$ cat src/rtl/pipe_reg_hs.sv
// Elastic pipeline register with valid/ready handshake on both sides.
// Optional skid entry keeps in_ready flop-driven; flush injects a bubble.
module pipe_reg_hs #(
    parameter int            DW      = 32,
    parameter bit            SKID    = 1'b1,
    parameter logic [DW-1:0] RST_VAL = '0
) (
    input  logic          clk,
    input  logic          rst,
    input  logic          flush_i,
    input  logic [DW-1:0] set_data,
    input  logic          in_valid,
    input  logic [DW-1:0] in_data,
    output logic          in_ready,
    output logic          out_valid,
    output logic [DW-1:0] out_data,
    input  logic          out_ready,
    output logic [1:0]    occ_o
);

    logic          m_valid;
    logic [DW-1:0] m_data;
    logic          s_valid;
    logic          in_fire;
    logic          out_fire;

    assign in_fire   = in_valid & in_ready;
    assign out_fire  = m_valid & out_ready;
    assign out_valid = m_valid;
    assign out_data  = m_data;
    assign occ_o     = {1'b0, m_valid} + {1'b0, s_valid};

    if (SKID) begin : g_skid
        logic [DW-1:0] s_data;
        logic          rdy_q;

        // rdy_q always mirrors !s_valid, but comes straight from a flop
        assign in_ready = rdy_q;

        always_ff @(posedge clk or negedge rst) begin
            if (!rst) begin
                m_valid <= 1'b0;
                m_data  <= RST_VAL;
                s_valid <= 1'b0;
                s_data  <= '0;
                rdy_q   <= 1'b1;
            end else if (flush_i) begin
                m_valid <= 1'b0;
                m_data  <= set_data;
                s_valid <= 1'b0;
                rdy_q   <= 1'b1;
            end else if (!m_valid || out_fire) begin
                if (s_valid) begin
                    m_valid <= 1'b1;
                    m_data  <= s_data;
                    s_valid <= 1'b0;
                    rdy_q   <= 1'b1;
                end else if (in_fire) begin
                    m_valid <= 1'b1;
                    m_data  <= in_data;
                end else begin
                    m_valid <= 1'b0;
                end
            end else if (in_fire) begin
                s_valid <= 1'b1;
                s_data  <= in_data;
                rdy_q   <= 1'b0;
            end
        end
    end else begin : g_single
        assign s_valid  = 1'b0;
        assign in_ready = !m_valid | out_ready;

        always_ff @(posedge clk or negedge rst) begin
            if (!rst) begin
                m_valid <= 1'b0;
                m_data  <= RST_VAL;
            end else if (flush_i) begin
                m_valid <= 1'b0;
                m_data  <= set_data;
            end else if (in_fire) begin
                m_valid <= 1'b1;
                m_data  <= in_data;
            end else if (out_fire) begin
                m_valid <= 1'b0;
            end
        end
    end

endmodule

$ cat config.mk
export PLATFORM = sky130hd
export DESIGN_NAME = pipe_reg_hs
export DESIGN_NICKNAME = d
export VERILOG_FILES = /design/src/rtl/pipe_reg_hs.sv
export SDC_FILE = /design/constraint.sdc
export NUM_CORES = 1
export LEC_CHECK = 0
export BUFFER_PORTS_ARGS = -buffer_cell sky130_fd_sc_hd__buf_2
export CAP_MARGIN = 10
export CORE_AREA = 3 3 86 88
export DETAILED_ROUTE_END_ITERATION = 12
export DIE_AREA = 0 0 89 91
export MAX_ROUTING_LAYER = met4
export PLACE_DENSITY = 0.81
export SLEW_MARGIN = 20
export SYNTH_ARGS = -nofsm -noshare
export SYNTH_HDL_FRONTEND = slang
export SYNTH_SLANG_ARGS = --single-unit
export TNS_END_PERCENT = 1
$ cat constraint.sdc
create_clock -name clk -period 2.12 [get_ports clk]
set_input_delay 0.318 -clock clk [delete_from_list [all_inputs] [get_ports clk]]
set_output_delay 0.318 -clock clk [all_outputs]
set_load 0.02 [all_outputs]
==> results_dict.tcl <==
set metrics [dict create \
    routed_via_density 5.71 \
    cp-start-kind "flop" \
    crit_path_max_incr_delay_ns 0.60 \
    cts.reportedPaths.clkPinSlew_ns 0.07 \
    grt_pass1_vias 2788 \
    critPathBufInv 2 \
    avgSynthCellArea_um2 10.9 \
    power_mw 3.33 \
    row_count 30 \
    clkSinkCount 67 \
    clockBufferDepth 2 \
    dieWidth_um 89 \
    root_buffer "clkbuf_8" \
    dp_hpwl_mm 5.41 \
    dr.pass1.iters 6 \
    hp-class "input pin to flop" \
    crit_family "flip-flops" \
    p_leak_nw 1.85 \
    die_h_um 91 \
    routed_wirelength_mm 8.15 \
    critPathCaptureType "flop" \
    rrSetupSlack_ns 0.39 \
    finalCritPeriodShare_pct 81.7 \
    cts_hold_buffers 1 \
    crit_chain "buf_4 > a21o_1 > buf_4 > a21oi_1 > o31ai_1" \
    cts_tree "done" \
    min_path_cells 3 \
    yosysTopAreaCell "dfrtp_1" \
    port-buffer-count 104 \
    drv_slew 0 \
    cpMostUsedCell "buf_4" \
    worstSetupPathType "flop to flop" \
    final_nets 467 \
    gp_congestion 0.756 \
    cp_max_fo 22 \
    ys_ff_latch 67 \
    rsz0062_at_grt "no" \
    ff2ff_path_depth 5 \
    hold_start "set_data[18]" \
    status "completed" \
    max-vdd-ir-drop_v 0.000311 \
    initial_utilization_pct 49.0 \
    io-pin-count 105 \
    p_per_area_mw_per_mm2 823 \
    tns_ns 0 \
    syn-instance-count 302 \
    cts_setup_buffers 0 \
    grt_first_pass_wirelength_mm 13.4 \
    ant_nets 0 \
    antenna_found_initial 0 \
    cts-resized-gates 0 \
    route.detailed.drc 0 \
    synth_nets 372 \
    slowest_stage "dfrtp_2" \
    worstPathArrival_ns 1.97 \
    die-area_mm2 0.00810 \
    drive_gt1_share_pct 38.3 \
    reg2reg_from "s_valid" \
    synthTopCellsByArea "dfrtp_1 (50%), a2111oi_0 (8.5%), o31ai_1 (7.3%)" \
    htreeDepth 3 \
    ys.warnings.count 0 \
    dr_wl_met2_mm 3.99 \
    slew_headroom_pct 54.6 \
    syn_area_mm2 0.00329 \
    synth_cell_type_count 19 \
    core_area_mm2 0.00672 \
    vias 2751 \
    area_growth_pct 22.8 \
    worstMarginPinSlew_ns 0.679 \
    wl_met3_um 513 \
    drv_cap 0 \
    wl_met1_mm 3.48 \
    worstSkewPairLatency_ns 0.35 \
    grt_max_degree 68 \
    whs_ns 0.177 \
    routedWlPerCell_um 16.9 \
    min_period_ns 1.73 \
    cp_data_required_time_ns 2.36 \
    grt_overflow_total 0 \
    yosysTopAreaCellShare_pct 50.2 \
    setup_violations 0 \
    finalHoldViolCount 0 \
    fmax_ghz 0.578 \
    top_layer_used "met4" \
    drt_iter0_drc 130 \
    skew_ns 0.0133 \
    track_usage_pct 21.7 \
    r2r_end "out_data[9]" \
    cts_buffers 9 \
    min_to "out_data[18]" \
    antenna_cells 0 \
    ys_seq_area_share_pct 51.0 \
]
-- layout by cell type, fill, tap and decap left out, types with 11 or more instances in the layout --
master,netlist,final
a2111oi_0,32,32
a21oi_1,34,33
buf_2,7,104
dfrtp_1,66,65
mux2_1,11,11
mux2_2,21,21
nand2_1,33,33
nor2b_1,34,33
o31ai_1,32,32
-- worst register-to-register path, stage by stage, from the launching register on --
cell,delay [ns]
dfrtp_2,0.60
buf_4,0.30
a21o_1,0.13
buf_4,0.23
a21oi_1,0.10
o31ai_1,0.27
-- cells in the mapped netlist --
master and count:
a2111oi_0 32, a21o_1 1, a21oi_1 34, buf_2 7
buf_4 3, buf_6 4, clkbuf_1 17, dfrtp_1 66
dfstp_2 1, ha_1 1, mux2_1 11, mux2_2 21
nand2_1 33, nand2b_1 2, nor2b_1 34, nor3_1 1
nor3_4 1, o22ai_1 1, o31ai_1 32
-- final cells by class --
type	instances	area, um^2
clock buffer	11	131
fill	571	2680
clock inverter	5	53.8
timing repair buffer	115	618
sequential	67	1680
multi-input combinational	204	1460
tap	80	100
-- how the worst max path moves through the flow --
stage	end	slack, ns	depth (start not counted)	from
2_1_floorplan	g_skid.s_data[10]	0.53	5	out_valid
5_1_grt	out_data[3]	0.23	5	s_valid
6_report	out_data[9]	0.39	5	s_valid
3_3_place_gp	out_data[17]	0.26	4	out_ready
4_1_cts	out_data[19]	0.16	3	out_valid
3_5_place_dp	out_data[19]	0.16	4	out_ready
-- power by group --
part | switching [mW] | internal (mW)
combinational | 0.359 | 0.307
sequential | 0.122 | 1.52
clock | 0.479 | 0.540
total | 0.960 | 2.37
-- sequential cells by signal, indices dropped and copies added, names as in the netlist --
register       cells
g_skid.s_data     32
out_valid          1
out_data          32
s_valid            1
in_ready           1
-- metrics by stage --
step                      setup WS (ns)  utilization [%]  cell area (um^2)  cells
after floorplan                   0.531                -              3290    302
after global placement            0.261             57.2              3840    465
after detailed placement          0.161             57.2              3840    465
after CTS                         0.163             60.1              4040    482
after global routing              0.228             60.1              4040    482
final                             0.388             60.1              4040    482
-- cells by family (layout without fill, tap and decap cells) --
kind of cell / count (synthesis) / count (layout) / synth area share (%)
AND/OR/NAND/NOR: 71 / 71 / 11.3
buffers and inverters: 31 / 131 / 5.05
AO/OA/AOI/OAI: 100 / 100 / 21.4
multiplexers: 32 / 32 / 10.9
adder cells (fa/ha/maj): 1 / 1 / 0.380
flip-flops: 67 / 67 / 51.0
-- routing by layer --
layer	up-vias	global-route usage, %
li1	1316	-
met1	1325	28.6
met2	94	32.4
met3	16	5.17
met4	0	8.56
met5	-	-
(Power assumes the default switching activity.)
